### src/rtl/ssd_scan.sv
// -----------------------------------------------------------------------------
// ssd_scan -- multiplexed seven-segment display scanner
//
// Scans NUM_DIGITS common-select digits, one per slot of REFRESH_DIV clocks.
// The first BLANK_CYC clocks of every slot are dark so that ghosting from the
// previous digit cannot appear. A new value is accepted through a
// valid/ready staging register. It moves to the display register only at a
// frame boundary, so a frame never shows a mix of old and new digits.
//
// Optional build macro:
//   SSD_LZB_EN  - leading-zero blanking. Digits above the most significant
//                 nonzero nibble show unlit segments. Dp is still shown and
//                 DigitEn is still scanned. Digit 0 is always shown.
//
// Ports:
//   clk        system clock, all state on rising edge
//   rst_n      asynchronous active-low reset
//   Enable     1 = scanning, 0 = display dark (prescaler/index held at 0)
//   LoadValid  new value offered on HexIn/DpIn
//   LoadReady  staging register free (registered)
//   HexIn      nibble i drives digit i, digit 0 least significant
//   DpIn       decimal point per digit, captured with HexIn
//   Seg        segments {G,F,E,D,C,B,A} of the active digit (registered)
//   Dp         decimal point of the active digit (registered)
//   DigitEn    one-hot digit select (registered)
//
// Load handshake states:
//   state      | meaning
//   LD_FREE    | staging empty, LoadReady high, accepting a new value
//   LD_PENDING | staging holds a value waiting for the next frame end
// -----------------------------------------------------------------------------
module ssd_scan #(
   parameter int NUM_DIGITS     = 4,
   parameter int REFRESH_DIV    = 50000,
   parameter int BLANK_CYC      = 4,
   parameter int SEG_ACTIVE_LOW = 1,
   parameter int DIG_ACTIVE_LOW = 1
) (
   input  logic                    clk,
   input  logic                    rst_n,
   input  logic                    Enable,
   input  logic                    LoadValid,
   output logic                    LoadReady,
   input  logic [4*NUM_DIGITS-1:0] HexIn,
   input  logic [NUM_DIGITS-1:0]   DpIn,
   output logic [6:0]              Seg,
   output logic                    Dp,
   output logic [NUM_DIGITS-1:0]   DigitEn
);

   localparam int CW = (REFRESH_DIV > 1) ? $clog2(REFRESH_DIV) : 1;
   localparam int IW = (NUM_DIGITS > 1) ? $clog2(NUM_DIGITS) : 1;

   localparam logic [CW-1:0] CNT_LAST  = CW'(REFRESH_DIV - 1);
   localparam logic [CW-1:0] CNT_BLANK = CW'(BLANK_CYC);
   localparam logic [IW-1:0] IDX_LAST  = IW'(NUM_DIGITS - 1);

   // Polarity is applied as an XOR mask on the lit=1 encoding.
   localparam logic SEG_INV = (SEG_ACTIVE_LOW != 0);
   localparam logic DIG_INV = (DIG_ACTIVE_LOW != 0);

   typedef enum logic {
      LD_FREE    = 1'b0,
      LD_PENDING = 1'b1
   } ld_state_t;

   ld_state_t ld_state;

   logic [CW-1:0]           presc;
   logic [IW-1:0]           idx;
   logic [4*NUM_DIGITS-1:0] stage_hex;
   logic [NUM_DIGITS-1:0]   stage_dp;
   logic [4*NUM_DIGITS-1:0] disp_hex;
   logic [NUM_DIGITS-1:0]   disp_dp;

   logic                    frame_end;
   logic                    in_blank;
   logic [3:0]              cur_nib;
   logic                    cur_dp;
   logic [6:0]              cur_seg;
   logic [NUM_DIGITS-1:0]   cur_sel;
   logic                    blank_lead;

   // Hex to segment encoding, lit = 1, bit 0 = segment A.
   function automatic logic [6:0] hex_to_seg(input logic [3:0] h);
      logic [6:0] s;
      case (h)
         4'h0:    s = 7'h3F;
         4'h1:    s = 7'h06;
         4'h2:    s = 7'h5B;
         4'h3:    s = 7'h4F;
         4'h4:    s = 7'h66;
         4'h5:    s = 7'h6D;
         4'h6:    s = 7'h7D;
         4'h7:    s = 7'h07;
         4'h8:    s = 7'h7F;
         4'h9:    s = 7'h6F;
         4'hA:    s = 7'h77;
         4'hB:    s = 7'h7C;
         4'hC:    s = 7'h39;
         4'hD:    s = 7'h5E;
         4'hE:    s = 7'h79;
         default: s = 7'h71;
      endcase
      return s;
   endfunction

   // A disabled display counts as a frame end on every cycle, so a pending
   // value is never stuck behind a stopped scan.
   assign frame_end = !Enable || ((idx == IDX_LAST) && (presc == CNT_LAST));
   assign in_blank  = (presc < CNT_BLANK);

   // ---------------------------------------------------------------- scan
   always_ff @(posedge clk or negedge rst_n) begin
      if (!rst_n) begin
         presc <= '0;
         idx   <= '0;
      end else if (!Enable) begin
         presc <= '0;
         idx   <= '0;
      end else if (presc == CNT_LAST) begin
         presc <= '0;
         idx   <= (idx == IDX_LAST) ? '0 : idx + 1'b1;
      end else begin
         presc <= presc + 1'b1;
      end
   end

   // ------------------------------------------------------- load handshake
   // The value can only move to the display register from LD_PENDING. A
   // transfer that lands on a frame-end cycle therefore waits a full frame.
   always_ff @(posedge clk or negedge rst_n) begin
      if (!rst_n) begin
         ld_state  <= LD_FREE;
         LoadReady <= 1'b1;
         stage_hex <= '0;
         stage_dp  <= '0;
         disp_hex  <= '0;
         disp_dp   <= '0;
      end else begin
         case (ld_state)
            LD_FREE: begin
               if (LoadValid) begin
                  stage_hex <= HexIn;
                  stage_dp  <= DpIn;
                  ld_state  <= LD_PENDING;
                  LoadReady <= 1'b0;
               end
            end
            LD_PENDING: begin
               if (frame_end) begin
                  disp_hex  <= stage_hex;
                  disp_dp   <= stage_dp;
                  ld_state  <= LD_FREE;
                  LoadReady <= 1'b1;
               end
            end
            default: begin
               ld_state  <= LD_FREE;
               LoadReady <= 1'b1;
            end
         endcase
      end
   end

   // ----------------------------------------------------- digit selection
   always_comb begin
      cur_sel      = '0;
      cur_sel[idx] = 1'b1;
   end

   assign cur_nib = disp_hex[{idx, 2'b00} +: 4];
   assign cur_dp  = disp_dp[idx];

`ifdef SSD_LZB_EN
   // Position of the most significant nonzero nibble. It stays 0 when the
   // whole value is zero, so digit 0 still shows a single "0".
   logic [IW-1:0] msd;

   always_comb begin
      msd = '0;
      for (int i = 1; i < NUM_DIGITS; i++) begin
         if (disp_hex[4*i +: 4] != 4'h0) begin
            msd = IW'(i);
         end
      end
   end

   assign blank_lead = (idx > msd);
`else
   assign blank_lead = 1'b0;
`endif

   assign cur_seg = blank_lead ? 7'h00 : hex_to_seg(cur_nib);

   // ------------------------------------------------------ output register
   // Outputs describe the prescaler/index of the previous clock.
   always_ff @(posedge clk or negedge rst_n) begin
      if (!rst_n) begin
         Seg     <= {7{SEG_INV}};
         Dp      <= SEG_INV;
         DigitEn <= {NUM_DIGITS{DIG_INV}};
      end else if (!Enable || in_blank) begin
         Seg     <= {7{SEG_INV}};
         Dp      <= SEG_INV;
         DigitEn <= {NUM_DIGITS{DIG_INV}};
      end else begin
         Seg     <= cur_seg ^ {7{SEG_INV}};
         Dp      <= cur_dp ^ SEG_INV;
         DigitEn <= cur_sel ^ {NUM_DIGITS{DIG_INV}};
      end
   end

endmodule

### config.mk
export PLATFORM = sky130hd
export DESIGN_NAME = ssd_scan
export DESIGN_NICKNAME = d
export VERILOG_FILES = /design/src/rtl/ssd_scan.sv
export SDC_FILE = /design/constraint.sdc
export NUM_CORES = 1
export LEC_CHECK = 0
export ABC_AREA = 1
export CORE_MARGIN = 1.5
export CORE_UTILIZATION = 30
export DETAILED_ROUTE_END_ITERATION = 6
export PLACE_DENSITY_LB_ADDON = 0.2
export SYNTH_ARGS = -nofsm -noshare
export SYNTH_HDL_FRONTEND = slang
export SYNTH_SLANG_ARGS = --single-unit
### constraint.sdc
create_clock -name clk -period 1.45 [get_ports clk]
set_input_delay 0.435 -clock clk [delete_from_list [all_inputs] [get_ports clk]]
set_output_delay 0.435 -clock clk [all_outputs]
set_load 0.01 [all_outputs]
Word-level counts from Yosys, hierarchy flattened:

Memory sizes are Yosys's and may differ from the RTL's.
Cells that the tools add are included.

* register bits after elaboration: 72
* memory bits (read-only): 112
* word-level logic and storage cells: 53
* memories: 1

* $add $sub $neg: 2
* magnitude comparators: 3
* equality and inequality tests: 5
* shift-type cells: 1
* mux-type cells: 18
* bitwise operators: 4
* reduce and logical (&&, ||, !) cells: 8

Memories
* (name not given): words 16, width 7, rd ports 1, clocked after memory_dff 0, write ports 0, line 87 `case (h)`

Operators by type and width (count)
* $mux 16: 2
* $add 16x1->16 const B: 1
* $eq 16x16->1 const B: 1
* $lt 16x3->1 const B: 1
* $shiftx 16x5->4: 1
* $mux 1: 7
* $mux 7: 1
* $not 7->7: 1
* $mux 2: 3
* $reduce_and 2->1: 3
* $mux 4: 1
* $ne 2x1->1 const B: 2
* $not 4->4: 1
* $pmux 1 s2: 2
* $lt 2x3->1 const B: 1
* $add 2x1->2 const B: 1
* $bmux 1 s2: 1
* $demux 1 s2: 1
* $eq 2x2->1 const B: 1
* $ge 2x1->1 const B: 1
* $logic_and 1x1->1: 2
* $logic_or 1x1->1: 2
* $ne 2x2->1 const B: 1
* $not 1->1: 2
* $logic_not 1->1: 1

Longest topological paths before layout:

Gate-level depths: netlist of run 1.

* depth in word-level cells: 6
* depth in mapped cells: 11
* depth with buffers taken out: 10

Worst setup path before layout of run 1:

Ideal clock, no wire load.

* path type: register -> register
* start point: register idx[0]
* end point: register Seg[0]
* library setup time: 0.064 ns
* arrival time: 1.515 ns
* path slack: -0.129 ns
* stages on the path, launching flop included: 12
* path buffers: 1
* clock period less this slack: 1.579 ns
* cell sequence: dfrtp_1 -> inv_2 -> buf_2 -> nand2_1 -> nand3_1 -> nand2_1 -> inv_1 -> ha_1 -> inv_1 -> o21ai_0 -> nand2_1 -> nand3_1

* longest elaborated chain between the ends: 4

RTL lines
* start: declaration: line 70 `logic [IW-1:0] idx;`
* start signal: assignment: line 123 `idx <= (idx == IDX_LAST) ? '0 : idx + 1'b1;`
* $shiftx 16x5->4: line 172 `assign cur_nib = disp_hex[{idx, 2'b00} +: 4];`
* $mem_v2 16x7
* $not 7->7 (no line)
* $mux 7: line 203 `end else if (!Enable || in_blank) begin`
* end signal: assignment: line 200 `Seg <= {7{SEG_INV}};`
* end signal: assignment: line 204 `Seg <= {7{SEG_INV}};`
* end signal: assignment: line 208 `Seg <= cur_seg ^ {7{SEG_INV}};`
* end: declaration: line 46 `output logic [6:0] Seg,`

Every way passes these cells.
A chain may end at the register's enable or synchronous reset.

Worst setup path after layout of run 1:

* start point: register idx[0]
* end point: register disp_hex[13]

* longest elaborated chain between the ends: 4

RTL lines
* $eq 2x2->1: line 110 `assign frame_end = !Enable || ((idx == IDX_LAST) && (presc == CNT_LAST));`
* $logic_and 1x1->1: line 110
* $logic_or 1x1->1: line 110
* $reduce_and 2->1 (no line)
* end signal: assignment: line 152 `disp_hex <= stage_hex;`
* end: declaration: line 73 `logic [4*NUM_DIGITS-1:0] disp_hex;`

Every way passes these cells.

==> results of run 1 <==
## what timing repair did
item	CTS	global route
pin swaps	4	31
hold buffers	0	0
gates resized for setup	78	64
setup buffers	2	12
cloned	2	6
endpoints found under the setup margin	52	42
## placed cells by master (no fill, tap or decap), types with 14 or more instances in the layout
master / n
buf_4: 34
clkdlybuf4s50_1: 21
dfrtp_1: 57
inv_1: 18
nand2_1: 145
nand2_2: 17
nand3_1: 16
nand3_2: 14
nand4_1: 22
nor2_1: 29
## worst reg2reg max path, cell delays in order, from the launching register on
cell,delay (ps)
dfrtp_2,460
buf_4,160
ha_1,210
inv_2,80
nand2_4,120
buf_12,200
nand4_1,120
nand2_1,60
## sequential cells by signal, summed over array words and instances, names as in the netlist
signal     flops
DigitEn        4
stage_hex     16
stage_dp       4
presc         16
Dp             1
disp_dp        4
LoadReady      1
idx            2
ld_state       1
disp_hex      16
Seg            7
## stage by stage
step / hold slack [ps] / power [W] / area [um2] / cells
3_5_place_dp: 459 / 0.00420 / 4270 / 617
3_3_place_gp: 458 / 0.00417 / 4270 / 617
5_1_grt: 328 / 0.00751 / 5050 / 655
4_1_cts: 306 / 0.00641 / 4590 / 637
2_1_floorplan: 139 / 0.00361 / 3490 / 417
6_report: 297 / 0.00705 / 5050 / 655
## power breakdown
group          total (W)  switching (W)  internal, W
registers        0.00268       0.000270      0.00241
logic            0.00233        0.00123      0.00109
clock network    0.00204       0.000844      0.00120
total            0.00705        0.00235      0.00470
## area by class of cell
type,count,area (um2)
clock buffers,11,243
fillers,1103,6320
flip-flops and latches,72,1820
clock inverters,5,32.5
repair buffers,91,893
multi-input cells,304,1750
inverters,29,133
well taps,143,179
## logic make-up (layout without fill, tap and decap cells)
kind of cell	Yosys count	in the layout
flops	72	72
compound gates	24	24
simple gates	263	267
buf+inv	45	136
xor+xnor	2	2
fa+ha+maj	11	11
## worst max-delay path by stage
stage	start	end	slack [ps]	cells after the start
floorplan	idx[0]$_DFFE_PN0P_	Seg[0]$_DFF_PN1_	5	11
finish	idx[0]$_DFFE_PN0P_	disp_hex[13]$_DFFE_PN0P_	-80	7
global route	presc[1]$_DFF_PN0_	presc[14]$_DFF_PN0_	-180	8
CTS	presc[1]$_DFF_PN0_	presc[15]$_DFF_PN0_	-70	8
global placement	Enable	ld_state$_DFF_PN0_	-340	4
detailed placement	Enable	disp_hex[5]$_DFFE_PN0P_	-380	5
## routing by layer
layer	vias to the layer above	routed length, um
li1	1527	-
met1	1417	4120
met2	65	4060
met3	16	349
met4	0	167
met5	-	0
==> results.md, run 1 <==
- The run finished, with violations left.
- The final reports fail on negative setup slack.
- Derived from the worst setup path, the maximum achievable clock frequency is 655 MHz.
- Yosys printed 0 warnings.
- The share of the synthesized area in compound gates (AO/OA/AOI/OAI) is 0.0422.
- The number of detailed-route iterations in the first pass is 4.
- The floorplan has 39 rows.
- The minimum setup slack among reg-to-reg paths is -80 ps.
- The worst register-to-register path ends at disp_hex[13]$_DFFE_PN0P_.
- The CTS clock-pin slew for the worst setup and hold paths is 60 ps.
- The number of different library cells in the post-synthesis netlist is 34.
- Counting every instance in the synthesized netlist gives 417.
- For the worst setup path, the data required time is 1660 ps.
- The average cell area after synthesis is 8.32 um2.
- STA classifies the critical path endpoint as a register.
- The number of antenna violations at the first check in global routing was 0.
- The post-synth net total is 452.
- The number of input and output port buffers inserted is 36.
- The final count of hold timing violations is 0.
- The placeable core region is 11400 um2.
- For this run, global-route usage on met2 was measured as 0.209.
- After synthesis, the largest family of logic cells by area is simple AND/OR/NAND/NOR gates.
- The signal on the critical path passes through buf_4 -> ha_1 -> inv_2 -> nand2_4 -> buf_12 -> nand4_1 -> nand2_1.
- The initial utilization of the core area, before any placement, comes to 0.305.
- At the pin with the least slew margin, the transition time is 524 ps.
- The full die area is 12200 um2.
- Of the available clock period, the critical path in the final layout requires 1.05.
- The HPWL after detailed placement is 5530 um.
- After the first detailed-routing iteration, the DRC count stood at 116.
- The mapped netlist covers 3470 um2.
- In this run the deepest clock path goes through 2 buffers.
- The final layout net count is 542.
- The worst setup skew after layout is 9.15 ps.
- Measured on the finished design, the core utilization comes to 0.444.
- In the global route stage, met1 resource usage came out at 0.191.
- The number of vias after detailed routing is 3025.
- The area growth from synthesis to layout is 45.5%.
- For this block, the routed nets add up to 8700 um of wire.
- The count of H-tree levels built during CTS is 3.
- Among all cell types in the netlist, the one instantiated most often is nand2_1.
- The worst-case IR drop observed on VDD is 0.000733 V.
- Of the cells placed in the final design, the portion with a size suffix greater than 1 is 0.338.
- The number of max-cap violations is 0.
- The total global routing overflow is 0.
- The worst setup path is launched from a register.
- The number of max-slew violations in the final report is 0.
- Counting instances in the post-synthesis netlist gives the leading cell types as 163 x nand2_1, 59 x dfrtp_1, 32 x nor2_1.
- The fraction of the mapped netlist area in adder cells is 0.0397.
- Once detail routing completed, the nets flagged for antenna violations numbered 0.
- Buffers inserted during clock tree synthesis total 9.
- The buffer type at the clock tree root is clkbuf_16.
- For this run, the total global-route usage over all layers was measured as 0.138.
- For this run, design rule violations remaining after detail routing come to 0.
- Yosys mapped a number of flops with a built-in enable equal to 0.
- The clock latency of the later-clocked register in the worst-skew pair is 330 ps.
- The TritonCTS clock tree is yes.
- By startpoint and endpoint, the worst setup path is classified as reg -> reg.
- The via density per instance is 4.62.
- The maximum fanout along the worst path is 10.
- The sum of negative setup slack is -1560 ps.
- The pre-CTS setup slack is -375 ps.
- Ranked by total cell area, the synthesized netlist is headed by dfrtp_1 43%, nand2_1 18%, dfstp_2 9.8%.
- The total of flip-flops plus latches after synthesis is 72.
- The routability-driven placement congestion ratio is 0.840.
- Setup repair after global routing could not meet its margin everywhere.
- The startpoint of the lowest-slack register-to-register path is idx[0]$_DFFE_PN0P_.
- The repair_antennas step left the layout with diodes totalling 0.
- Entering global routing, the biggest net connects 33 pins.
- Measured along the y axis, the die boundary spans 111 um.
- Setup violations remaining at the end of the flow were counted as 39.
- Power spread over the standard cell area amounts to 1400 nW/um2.
- The setup slack of the critical path after layout is -77.4 ps.
- The layer carrying the most global-route usage is met2.
- The most used flip-flop cell after synthesis is dfrtp_1.
- The count of buffer and inverter cells on the critical path is 3.
- The via count of the first global-routing pass is 2843.
- For this run, the register share of the synthesized area comes to 0.524.
- The cell type with the largest total area after synthesis is dfrtp_1.
- The path class of the tightest hold or removal check is in -> async.
- The cell type group with the largest total delay on the critical path is flip-flops.
- The tightest slew margin relative to the limit is 0.650.
- The async set-or-reset flop fraction in the synthesized netlist is 1.00.
- Subtracting the final worst setup slack from the clock period gives 1530 ps.
- Of the post-synthesis cell area, the dominant cell type holds 0.426.
- On the worst path, the slowest cell contributes a delay of 460 ps.
- The first global-routing pass estimated 13600 um of wire.
- The met3 routing resource usage after global routing is 0.0423.
- The simple-gate area share of the yosys netlist is 0.330.
- The reported leakage power is 2.36 nW.
- Measured against the total synthesized area, the mux share comes to 0.
- Of the total synthesized cell area, the portion taken by XOR and XNOR cells is 0.00505.
- For the worst flop-to-flop path, the logic depth is 7.
- Among all stages on the critical path, the largest delay is contributed by dfrtp_2.
- The endpoint arrival time on the critical path is 1740 ps.
- The number of top-level pins is 37.
- After detailed routing, the average wire length per cell comes to 13.3 um.
- In this run the horizontal extent of the chip is 111 um.
- For this design, the sink count on the clock tree is 72.
Power figures use the tool's default switching activity.
==> run 2, diff against run 1 <==
--- a/config.mk
+++ b/config.mk
@@ -6,6 +6,8 @@
 export NUM_CORES = 1
 export LEC_CHECK = 0
 export ABC_AREA = 1
+export CELL_PAD_IN_SITES_DETAIL_PLACEMENT = 1
+export CELL_PAD_IN_SITES_GLOBAL_PLACEMENT = 1
 export CORE_MARGIN = 1.5
 export CORE_UTILIZATION = 30
 export DETAILED_ROUTE_END_ITERATION = 6
==> constraint.sdc (replaced) <==
create_clock -name clk -period 1.7 [get_ports clk]
set_input_delay 0.51 -clock clk [delete_from_list [all_inputs] [get_ports clk]]
set_output_delay 0.51 -clock clk [all_outputs]
set_load 0.01 [all_outputs]
==> run 2 against run 1 <==
Compared with the run above:
- the run now ends clean
- die area stayed put
- combinational power shrank 45%
- worst setup slack gained 150 ps
- wire length decreased by 6.2%
- non-clock buffer count decreased by 32
- cell area is 11% lower
- clock power about the same
- count of clock-buffer cells in the layout decreased by 2
- first-iteration DRC count up 1.7%
- flip-flop and latch count stayed put
- total power down 21%
- largest cell class unchanged
- highest routed layer unchanged
==> results.md, run 2 (synthesis results as in run 1) <==
- In the final design database the tool counted 507 nets.
- The pin count of the biggest net entering global routing is 34.
- In the layout the commonest cells are 161 x nand2_1, 57 x dfrtp_1, 32 x nor2_1.
- The power density relative to cell area is 1240 nW/um2.
- Buffers inserted to repair hold after CTS numbered 0.
- The average detailed-routed wire length per instance is 13.2 um.
- The count of nets left with antenna violations once routing finished came out at 0.
- The first global-routing pass estimated 14300 um of wire.
- The final count of hold timing violations came to 0.
- The root buffer cell chosen for the clock tree is clkbuf_16.
- The number of antenna violations at the first check in global routing is 0.
- The slowest stage of the critical path is the dfstp_2 cell.
- For this run the aggregate overflow at the end of global routing stands at 0.
- The worst setup path is captured at a primary output.
- The via density per instance is 4.56.
- The worst register-to-register path ends at Seg[5]$_DFF_PN1_.
- The initial utilization of the core area, before any placement, comes to 0.305.
- Setup repair after global routing could not meet its margin everywhere.
- The worst hold slack across all endpoints is 142 ps.
- The standard-cell row count is 39.
- The via count of the first global-routing pass is 2878.
- The startpoint identified for the worst register-to-register timing path is idx[0]$_DFFE_PN0P_.
- The cell count along the critical path is 1.
- The number of max-slew violations in the final report is 0.
- The placed instances occupy a cell area of 4140 um2.
- The stage delay of the slowest cell on the critical path is 530 ps.
- The detailed router's first-iteration violation count is 118.
- The clock latency of the later-clocked register in the worst-skew pair is 330 ps.
- The cell area after layout is 4490 um2.
- IR analysis of the VDD net gives a maximum drop of 0.000441 V.
- Headroom to the max-slew limit came out at 0.668.
- The pre-CTS setup slack is -114 ps.
- Buffers inserted during clock tree synthesis total 9.
- At the end of the flow the core is filled with cells to 0.395.
- The startpoint of the most critical setup path is LoadReady$_DFFE_PN1P_.
- Clock-pin slew was measured on the worst setup and hold paths at 60 ps.
- The horizontal extent of the die is 111 um.
- Across all setup checks in the final design, the least slack found is 75.8 ps.
- The total DRC errors in the routed layout is 0.
- For the worst setup path, the data arrival time is 1110 ps.
- The core region is 11400 um2.
- Of the available clock period, the critical path in the final layout requires 0.955.
- The floorplan step defined a die boundary enclosing 12200 um2.
- For the pin with the worst max-slew slack, the measured transition is 498 ps.
- Timing would allow up to 616 MHz.
- The tightest min-delay check is of the in -> async type.
- In this run the deepest clock path goes through 2 buffers.
- Adding up every negative setup slack in the final design gives 0 ps.
- 0 antenna diodes ended up in the layout.
- The reported leakage power is 2.11 nW.
- The number of input and output port buffers inserted is 36.
- In the final layout, the share of cells above drive strength 1 is 0.161.
- The critical path startpoint category is a register.
- The capture point of the critical path is LoadReady.
- The minimum setup slack among reg-to-reg paths is 90 ps.
- The first detailed-routing pass took 4 iterations.
- The required time of the critical path is 1190 ps.
- The final wirelength is 8160 um.
- 37 I/O pins were placed.
- The worst setup path is of the reg -> out kind.
- The run finished with clean final reports.
- Leaving out fill and tap cells, the most frequent cell in the layout is nand2_1.
- The largest registers in the layout are disp_hex (16), presc (16), stage_hex (16).
- The number of vias after detailed routing is 2829.
- The number of buffers and inverters on the critical path is 1.
- The area growth from synthesis to layout is 29.4%.
- The TritonCTS clock tree is yes.
- The global routing usage summed across all routing layers is 0.144.
- The cell type group with the largest total delay on the critical path is flip-flops.
- The clock period minus final worst setup slack is 1620 ps.
- Routability-driven placement finished with a final weighted congestion of 0.787.
- The critical path goes through dlygate4sd2_1.
- The worst setup skew after layout is 5.30 ps.
- The die boundary height is 111 um.
- The CTS sink count is 72.
- Setup violations remaining at the end of the flow were counted as 0.
- Along the worst path, the maximum fanout reaches 2.
- The number of max-cap violations is 0.
- The post-detailed-placement half-perimeter wirelength is 5960 um.
- Counting cells, the worst reg-to-reg path comes to 10.
- CTS built an H-tree with a depth of 3.
[run 2: layout make-up]
type                    count  area (um2)
well taps                 143         179
clock inverters             7        96.3
flip-flops and latches     72        1820
clock buffers               9         225
multi-input cells         301        1470
inverters                  29         118
repair buffers             59         578
fillers                  1375        6880
[run 2: what timing repair did]
action / CTS / global route
cloned: 0 / 1
resized for setup: 14 / 12
setup buffers: 0 / 1
pin swaps: 0 / 1
setup endpoints to repair: 15 / 27
[run 2: how the worst min path moves through the flow]
stage / start / to / slack [ps] / cells past startpoint
after floorplan: rst_n / disp_dp[0]$_DFFE_PN0P_ / 210 / 0
after global placement: presc[0]$_DFF_PN0_ / presc[0]$_DFF_PN0_ / 450 / 1
after detailed placement: disp_dp[1]$_DFFE_PN0P_ / disp_dp[1]$_DFFE_PN0P_ / 460 / 2
after CTS: rst_n / presc[7]$_DFF_PN0_ / 150 / 1
after global routing: rst_n / disp_hex[12]$_DFFE_PN0P_ / 170 / 1
final: rst_n / idx[0]$_DFFE_PN0P_ / 140 / 1
[run 2: worst register-to-register path, delay by kind of cell, from the launching register on]
family                     cells  cell delay, ps
AOI/OAI and AO/OA              1              70
adders and majority gates      1             210
buffers and inverters          2             270
DFF                            1             460
and+or+nand+nor                6             520
[run 2: stage by stage]
step           power, W  std cells
2_1_floorplan   0.00305        417
3_3_place_gp    0.00352        602
3_5_place_dp    0.00357        602
4_1_cts         0.00565        618
5_1_grt         0.00597        620
6_report        0.00557        620
[run 2: report_power, final]
group / internal (W) / switching [W]
logic: 0.000522 / 0.000746
registers: 0.00205 / 0.000217
clock network: 0.00128 / 0.000744
[run 2: layer usage]
| metal | vias to the layer above | GRT usage | routed length [um] |
|---|---|---|---|
| li1 | 1446 | - | - |
| met1 | 1331 | 0.205 | 4120 |
| met2 | 43 | 0.218 | 3690 |
| met3 | 9 | 0.0225 | 247 |
| met4 | 0 | 0.0641 | 97 |
| met5 | - | 0 | 0 |
==> run 3, diff against run 2 <==
--- a/config.mk
+++ b/config.mk
@@ -11,6 +11,7 @@
 export CORE_MARGIN = 1.5
 export CORE_UTILIZATION = 30
 export DETAILED_ROUTE_END_ITERATION = 6
+export MAX_ROUTING_LAYER = met4
 export PLACE_DENSITY_LB_ADDON = 0.2
 export SYNTH_ARGS = -nofsm -noshare
 export SYNTH_HDL_FRONTEND = slang
==> run 3 against run 2 <==
Compared with the run above:
- non-clock buffer count is the same
- fmax about the same
- cell count stayed put
- cell area is the same
- worst hold slack better by 1.4 ps
- critical endpoint unchanged
==> results.md, run 3 (synthesis results as in run 1) <==
- The flow ran to the end, and the final reports show no timing, DRC or antenna violations.
- The die boundary height is 111 um.
- Walking the worst path, the cells encountered are dlygate4sd2_1.
- The worst pin sits at a relative slew slack of 0.667.
- VDD sags by at most 0.000441 V.
- The via density per instance is 4.58.
- The placed cell area is 4140 um2.
- STA classifies the critical path startpoint as a register.
- The total global routing overflow is 0.
- After floorplanning, the core was divided into 39 placement rows.
- The pin count of the biggest net entering global routing is 34.
- The effective utilization at floorplan is 0.305.
- The timing-limited maximum frequency is 616 MHz.
- The layer carrying the most global-route usage is met2.
- For the worst-skew pair, the clock arrives at the later sink with an insertion delay of 330 ps.
- The worst setup skew after layout is 6.60 ps.
- CTS placed an instance of clkbuf_16 at the clock tree root.
- The placeable core region is 11400 um2.
- The largest registers in the layout are disp_hex (16), presc (16), stage_hex (16).
- TritonCTS created 9 clock buffers.
- The global routing usage summed across all routing layers is 0.149.
- The met2 track demand over resource in global routing is 0.218.
- The met3 routing resource usage after global routing is 0.0236.
- The type of the worst setup path is reg -> out.
- The final clock period utilization by the worst path is 0.956.
- The power density relative to cell area is 1240 nW/um2.
- STA classifies the critical path endpoint as a primary output.
- The leading cell type in the layout, fill and taps excluded is nand2_1.
- TritonCTS built the clock tree.
- The depth of the most critical reg-to-reg path is 10.
- The overall power consumption is 0.00558 W.
- Compared with the post-synthesis result, the final layout area differs by 29.4%.
- The full die area is 12200 um2.
- The final count of hold timing violations is 0.
- The number of vias after detailed routing is 2837.
- In this run, the number of DRC markers left after iteration 0 of detailed routing was 131.
- Setup slack on the worst reg-to-reg path comes out at 80 ps.
- The count of nets left with antenna violations once routing finished came out at 0.
- The stage delay of the slowest cell on the critical path is 530 ps.
- The number of detailed-route iterations in the first pass is 4.
- The proportion of layout cells with a drive suffix above 1 is 0.161.
- The routed design could run at a clock period as short as 1620 ps.
- The worst-margin pin slew is 499 ps.
- Leaving out fill and tap cells, the most frequent cells in the layout are 161 x nand2_1, 57 x dfrtp_1, 32 x nor2_1.
- The path type of the worst min-delay path is in -> async.
- For this run, design rule violations remaining after detail routing come to 0.
- The number of top-level pins is 37.
- In this run the worst path has a maximum fanout of 2.
- Of the total power, combinational logic draws 0.228.
- Dividing the detail-routed wire length by the instance count gives 13.3 um.
- Of the total power, registers draw 0.407.
- The horizontal extent of the die is 111 um.
- The internal power component is 0.00386 W.
- The via count of the first global-routing pass is 2886.
- In this run the critical register-to-register path is captured at Seg[5]$_DFF_PN1_.
- The required time of the critical path is 1190 ps.
- Counting along the longest clock path gives a buffer depth of 2.
- The number of max-slew violations in the final report is 0.
- Together, buffers and inverters on the worst path number 1.
- The worst hold slack across all endpoints is 144 ps.
- The startpoint of the lowest-slack register-to-register path is idx[0]$_DFFE_PN0P_.
- The CTS sink count is 72.
- The analysis attributes to net switching a power of 0.00172 W.
- For this design the static power due to leakage is 2.11 nW.
- The number of antenna violations at the first check in global routing is 0.
- The final layout net count is 507.
- Port buffering added 36 buffers.
- The total of endpoints with negative setup slack in the final report is 0.
- The clock tree synthesis step divided the H-tree into 3 levels.
- The core utilization of the finished layout is 0.395.
- The final wirelength is 8240 um.
- Once layout is done, the placed cells without fillers occupy 4490 um2.
- The count of filler cells inserted in the layout is 1376.
- For met1 alone, demand over resource in global routing was 0.205.
- The repair_antennas step left the layout with diodes totalling 0.
- Setup repair after global routing could not meet its margin everywhere.
- The slowest stage of the critical path is the dfstp_2 cell.
- The first global-routing pass estimated 14300 um of wire.
- The congestion estimate from routability-driven global placement came to 0.798.
- The tool flagged a number of max-cap violations equal to 0.
- The endpoint arrival time on the critical path is 1110 ps.
- The post-detailed-placement half-perimeter wirelength is 5960 um.
- Before CTS, the worst setup slack after placement is -114 ps.
- In this design, the largest share of critical-path delay is due to flip-flops.
- The setup slack of the critical path after layout is 75.6 ps.
- The clock network fraction of design power is 0.365.
- The CTS clock-pin slew for the worst setup and hold paths is 60 ps.
- The switching fraction of total power is 0.308.
## run 3: how the worst max path moves through the flow
stage | start | endpoint | slack, ps | cells after the start
floorplan | idx[0]$_DFFE_PN0P_ | Seg[0]$_DFF_PN1_ | 120 | 11
global placement | Enable | disp_dp[0]$_DFFE_PN0P_ | -90 | 6
detailed placement | Enable | disp_dp[0]$_DFFE_PN0P_ | -110 | 6
CTS | LoadReady$_DFFE_PN1P_ | LoadReady | 50 | 1
global route | idx[0]$_DFFE_PN0P_ | Seg[0]$_DFF_PN1_ | -40 | 10
finish | LoadReady$_DFFE_PN1P_ | LoadReady | 80 | 1
## run 3: what timing repair did
action | in CTS | in global routing
cloned | 0 | 1
resized for setup | 14 | 12
buffers inserted | 0 | 1
endpoints found under the hold margin | 0 | 0
hold buffers | 0 | 0
pin swaps | 0 | 1
setup endpoints to repair | 15 | 26
## run 3: layout make-up
type / instances / area [um2] / area share
clock buffers: 9 / 225 / 0.0502
clock inverters: 7 / 96.3 / 0.0215
inverters: 29 / 118 / 0.0262
multi-input cells: 301 / 1470 / 0.328
flip-flops and latches: 72 / 1820 / 0.406
well taps: 143 / 179 / 0.0399
repair buffers: 59 / 578 / 0.129
## run 3: power by group through the flow
stage	combinational [W]	sequential (W)	clock, W
6_report	0.00127	0.00227	0.00203
5_1_grt	0.00148	0.00231	0.00219
3_3_place_gp	0.00123	0.00229	0
3_5_place_dp	0.00127	0.00229	0
2_1_floorplan	0.000827	0.00223	0
4_1_cts	0.00128	0.00227	0.00210
## run 3: metrics by stage
step	instances	setup TNS, ps
6_report	620	0
5_1_grt	620	-91.3
4_1_cts	618	0
3_5_place_dp	602	-3400
3_3_place_gp	602	-2550
2_1_floorplan	417	0
## run 3: layer usage
metal | vias to the layer above | wire, um | part of all wire
li1 | 1448 | - | -
met5 | - | 0 | 0
met3 | 10 | 250 | 0.030
met1 | 1334 | 4140 | 0.50
met4 | 0 | 113 | 0.014
met2 | 45 | 3740 | 0.45
==> RTL change 1, RTL diff (flow settings as in run 1) <==
Put one more register stage on the output `Seg`, cleared by the reset. The value now appears one clock later. The other outputs are not delayed to match. Comments in the files are not updated.
--- a/src/rtl/ssd_scan.sv
+++ b/src/rtl/ssd_scan.sv
@@ -66,2 +66,4 @@
 
+   logic [6:0] Seg_s0;
+
    ld_state_t ld_state;
@@ -199,3 +201,3 @@
       if (!rst_n) begin
-         Seg     <= {7{SEG_INV}};
+         Seg_s0  <= {7{SEG_INV}};
          Dp      <= SEG_INV;
@@ -203,3 +205,3 @@
       end else if (!Enable || in_blank) begin
-         Seg     <= {7{SEG_INV}};
+         Seg_s0  <= {7{SEG_INV}};
          Dp      <= SEG_INV;
@@ -207,3 +209,3 @@
       end else begin
-         Seg     <= cur_seg ^ {7{SEG_INV}};
+         Seg_s0  <= cur_seg ^ {7{SEG_INV}};
          Dp      <= cur_dp ^ SEG_INV;
@@ -213,2 +215,10 @@
 
+   always_ff @(posedge clk or negedge rst_n) begin
+      if (!rst_n) begin
+         Seg <= '0;
+      end else begin
+         Seg <= Seg_s0;
+      end
+   end
+
 endmodule
Function: changed (a bounded check fails within 4 cycles, from zero or initial values and one cycle with rst_n low).
==> RTL change 1 against run 1 <==
Utilization shrank 0.60 points. The run still ends with negative setup slack left. Combinational power shrank 10%. Total power shrank 0.52%. Synthesized cell count grew 1.7%. Sequential cell count grew 7. Area after synthesis grew 5.1%. Critical path type unchanged. Critical path depth grew 2. Cell count grew 1.5%. Design area grew 3.3%. Wire length shrank 1.6%. Worst setup slack gained 0.011 ns.
==> RTL change 1: results (changes against run 1) <==
final_layout:
  fillers: 1183  # +7.3%
  clock_area_frac: 0.0489  # -0.00560
  buf_share: 0.164  # -0.0132
  layout-drive-gt1-share: 0.332  # -0.00584
  stdcell_count: 665  # +1.5%
  regArea_sq_um: 2000  # +9.7%
  nets: 548  # +1.1%
  top_regs: "disp_hex: 16 flops, presc: 16 flops, stage_hex: 16 flops"
  area_growth_pct: 43.2
  multi_input_cells: 303  # -0.33%
  clock_buffers: 13  # +2
  multi_input_area_share: 0.344  # -0.00161
yosys:
  avgSynthCellArea_sq_um: 8.59  # +3.3%
  synth_fp_nets: 459  # +1.5%
  ys_seq_area_frac: 0.547  # +0.0229
  synth_common_cells: "nand2_1 (163), dfrtp_1 (66), nor2_1 (32)"
  yosysUniqueCellTypes: 34  # unchanged
  synth.area.top_cells: "dfrtp_1 (45%), nand2_1 (17%), dfstp_2 (9.4%)"
route:
  finalWirelength_um: 8560  # -1.6%
  vias: 3014  # -0.36%
  drt_iter0_markers: 105  # -9.5%
floorplanning:
  dieArea_sq_um: 12800  # +4.9%
global_routing:
  grtUsageTotal: 0.140  # +0.00216
  grt_pass1_vias: 2866  # +0.81%
  grt_max_degree: 53  # +61%
  grt_pass1_wl_um: 14100  # +3.1%
clock_tree:
  cts-resized-gates: 75  # -3.8%
  postCtsSetupBuffers: 9  # +7
  cts_made_buffers: 9  # unchanged
  cts_buffer_depth: 2  # unchanged
  clkSinkCount: 79  # +9.7%
place:
  dp.cells: 626  # +1.5%
  gp_congestion: 0.761  # -9.4%
  port_buffers: 36  # unchanged
  hpwlAfterDp_um: 5440  # -1.6%
  place_area_sq_um: 4400  # +3.0%
  pre_cts_slack_ns: -0.325  # +0.0499 ns
setup_path:
  worstPathArrival_ns: 1.80  # +0.06 ns
  cp_max_fo: 7  # -3
  cpPeakStageDelay_ns: 0.39  # -0.07 ns
  critPathSlowestCell: "dfrtp_1"
  crit_family: "simple AND/OR/NAND/NOR gates"
min_path:
  hold_class: "input pin to asynchronous set/reset pin"
pwr:
  combPwrFrac: 0.299  # -0.031
  p_leak_nw: 2.43  # +2.7%
  power_clock_mw: 2.00  # -2%
  p_sw_frac: 0.330  # -0.00296
  clockPowerShare: 0.286  # -0.004
  ir_drop_v: 0.000744  # +1.6%
sta:
  tns_ns: -0.561  # +1.00 ns
  timing.final.ws_setup_ns: -0.0667  # +0.0107 ns
  finalSetupViolations: 15  # -62%
  finalClockSkew_ns: 0.00560  # -0.00355 ns
  max_slew_margin: 0.773  # +0.123
outcome:
  outcome: "finished, violations left"
  violations: "negative setup slack"
-- RTL change 1: metal layers --
layer,vias to the layer above,wire length (um),track usage,share of wire
met5,-,0,0,0
met4,0,167,0.0525,0.020
met3,16,349,0.0402,0.041
met2,59,3930,0.216,0.46
met1,1387,4110,0.187,0.48
li1,1552,-,-,-
-- RTL change 1: kinds of logic after synthesis --
family,synth area share
adders and majority gates,0.0378
AOI/OAI and AO/OA,0.0402
buffers and inverters,0.0560
and+or+nand+nor,0.314
DFF,0.547
xor gates and xnor gates,0.00481
-- RTL change 1: worst paths after layout --
check	slack, ns	to	cells past startpoint	start
max	-0.07	disp_hex[8]	9	presc[1]
min	0.05	presc[8]	2	rst_n
max in group asynchronous	1.03	DigitEn[0]	2	rst_n
min reg2reg	0.39	Seg[5]	0	Seg_s0[5]
min in group clk	0.39	Seg[5]	0	Seg_s0[5]
max reg2reg	-0.07	disp_hex[8]	9	presc[1]
==> RTL change 2, RTL diff (flow settings as in run 1) <==
Without the edit above. Add a define of `SSD_LZB_EN`.
--- a/src/rtl/ssd_scan.sv
+++ b/src/rtl/ssd_scan.sv
@@ -31,2 +31,4 @@
 // -----------------------------------------------------------------------------
+`define SSD_LZB_EN
+
 module ssd_scan #(
Formal check against the unedited RTL: no difference found for any inputs over 10 cycles, from zero or initial values and one cycle with rst_n low; that may be too few to reach the edited logic, so the function may still have changed.
==> RTL change 2 against run 1 <==
The run still ends with negative setup slack left. Design area increased by 6.7%. Combinational power is 9.9% lower. Total power is essentially flat. Wire length up 6.4%. Sequential share of layout area decreased by 2.3 points. Worst setup slack worse by 0.15 ns. Die area rose by 2.3%. Sequential cell count is the same. Cell count increased by 6.6%. Area after synthesis up 2.3%.
==> RTL change 2: results (changes against run 1) <==
outcome:
  outcome: "finished, violations left"
  violations: "negative setup slack"
global_routing:
  met1_usage: 0.202  # +0.0106
  grt_pass1_wl_um: 15800  # +16%
  grt_util_met2: 0.248  # +0.0385
  grt_pass1_vias: 3280  # +15%
  grt_max_degree: 73  # +120%
  grt_use_met3: 0.0414  # -0.000889
  grtUsageTotal: 0.156  # +0.0184
place:
  pre_cts_slack_ns: -0.309  # +0.0665 ns
  gp_congestion: 0.830  # -1.2%
  dp.cells: 655  # +6.2%
  hpwlAfterDp_um: 5850  # +5.9%
clock_tree:
  cts_root_buf: "clkbuf_16"
  insertion_delay_ns: 0.34
  cts_made_buffers: 9  # unchanged
  clk_pin_slew_ns: 0.06  # about the same
yosys:
  synth.area.top_cells: "dfrtp_1 (42%), nand2_1 (19%), dfstp_2 (9.6%)"
  ys.warnings.count: 0  # unchanged
  avgSynthCellArea_sq_um: 8.10  # -2.6%
  synth_fp_nets: 475  # +5.1%
  yosysUniqueCellTypes: 31  # -8.8%
  ys_seq_area_frac: 0.512  # -0.0120
  synth_common_cells: "nand2_1 (179), dfrtp_1 (59), nor2_1 (41)"
setup_path:
  crit_family: "simple AND/OR/NAND/NOR gates"
  cpPeakStageDelay_ns: 0.41  # -0.05 ns
  cp_max_fo: 2  # -8
  critPathSlowestCell: "dfrtp_1"
  worstPathArrival_ns: 1.93  # +0.19 ns
final_layout:
  layout-drive-gt1-share: 0.369  # +0.0315
  top_regs: "disp_hex: 16 flops, presc: 16 flops, stage_hex: 16 flops"
  stdcell_count: 698  # +6.6%
  fillers: 1088  # -1.4%
  nets: 587  # +8.3%
route:
  wl_met2_um: 4480  # +10%
  wl_met1_um: 4180  # +1.4%
  wl_met3_um: 384  # +10%
  vias: 3242  # +7.2%
  firstDrtPassIters: 4  # unchanged
  drt_iter0_markers: 176  # +52%
  routedWlPerCell_um: 13.3  # -0.14%
min_path:
  hold_class: "input pin to asynchronous set/reset pin"
sta:
  finalClockSkew_ns: 0.00987  # +0.000718 ns
  finalSetupViolations: 38  # -2.6%
  timing.final.ws_setup_ns: -0.228  # -0.150 ns
  tightest_slew_ns: 0.389  # -0.135 ns
pwr:
  p_total_mw: 7.04  # about the same
  p_leak_nw: 2.57  # +8.9%
  ir_drop_v: 0.000592  # -19%
  p_sw_frac: 0.329  # -0.00366
  power_clock_mw: 2.23  # +9%
## RTL change 2: what timing repair did
| item | in CTS | in global routing |
|---|---|---|
| pin swaps | 20 | 26 |
| setup buffers | 9 | 13 |
| gates cloned | 6 | 0 |
| setup endpoints to repair | 46 | 44 |
| gates resized for setup | 93 | 77 |
## RTL change 2: final timing paths
| path | slack (ns) | end | startpoint | cells past startpoint |
|---|---|---|---|---|
| max | -0.23 | Seg[0] | disp_hex[8] | 9 |
| min reg2reg | 0.47 | disp_hex[3] | disp_hex[3] | 2 |
| min in group clk | 0.47 | disp_hex[3] | disp_hex[3] | 2 |
| max reg2reg | -0.23 | Seg[0] | disp_hex[8] | 9 |
| min | 0.11 | presc[13] | rst_n | 2 |
| max in group asynchronous | 1.01 | LoadReady | rst_n | 2 |
## RTL change 2: cell families (layout without fill, tap and decap cells)
| logic type | after synthesis | in the layout | share of synthesized area |
|---|---|---|---|
| xor+xnor | 5 | 5 | 0.0123 |
| flops | 72 | 72 | 0.512 |
| compound gates | 20 | 20 | 0.0356 |
| fa+ha+maj | 13 | 13 | 0.0458 |
| simple gates | 279 | 282 | 0.333 |
| buf+inv | 49 | 163 | 0.0613 |
## RTL change 2: cell type report
| class | count | share of cell area |
|---|---|---|
| multi-input combinational | 320 | 0.352 |
| clock inverter | 6 | 0.0125 |
| timing repair buffer | 113 | 0.196 |
| sequential | 72 | 0.338 |
| inverter | 34 | 0.0255 |
| tap | 143 | 0.0332 |
| clock buffer | 10 | 0.0425 |
## RTL change 2: through the flow
stage | area [sq um] | setup TNS, ns | util
finish | 5390 | -3.53 | 0.470
global route | 5390 | -7.03 | 0.470
CTS | 4990 | -2.64 | 0.435
detailed placement | 4430 | -14.19 | 0.386
global placement | 4430 | -12.89 | 0.386
floorplan | 3570 | -0.503 | -
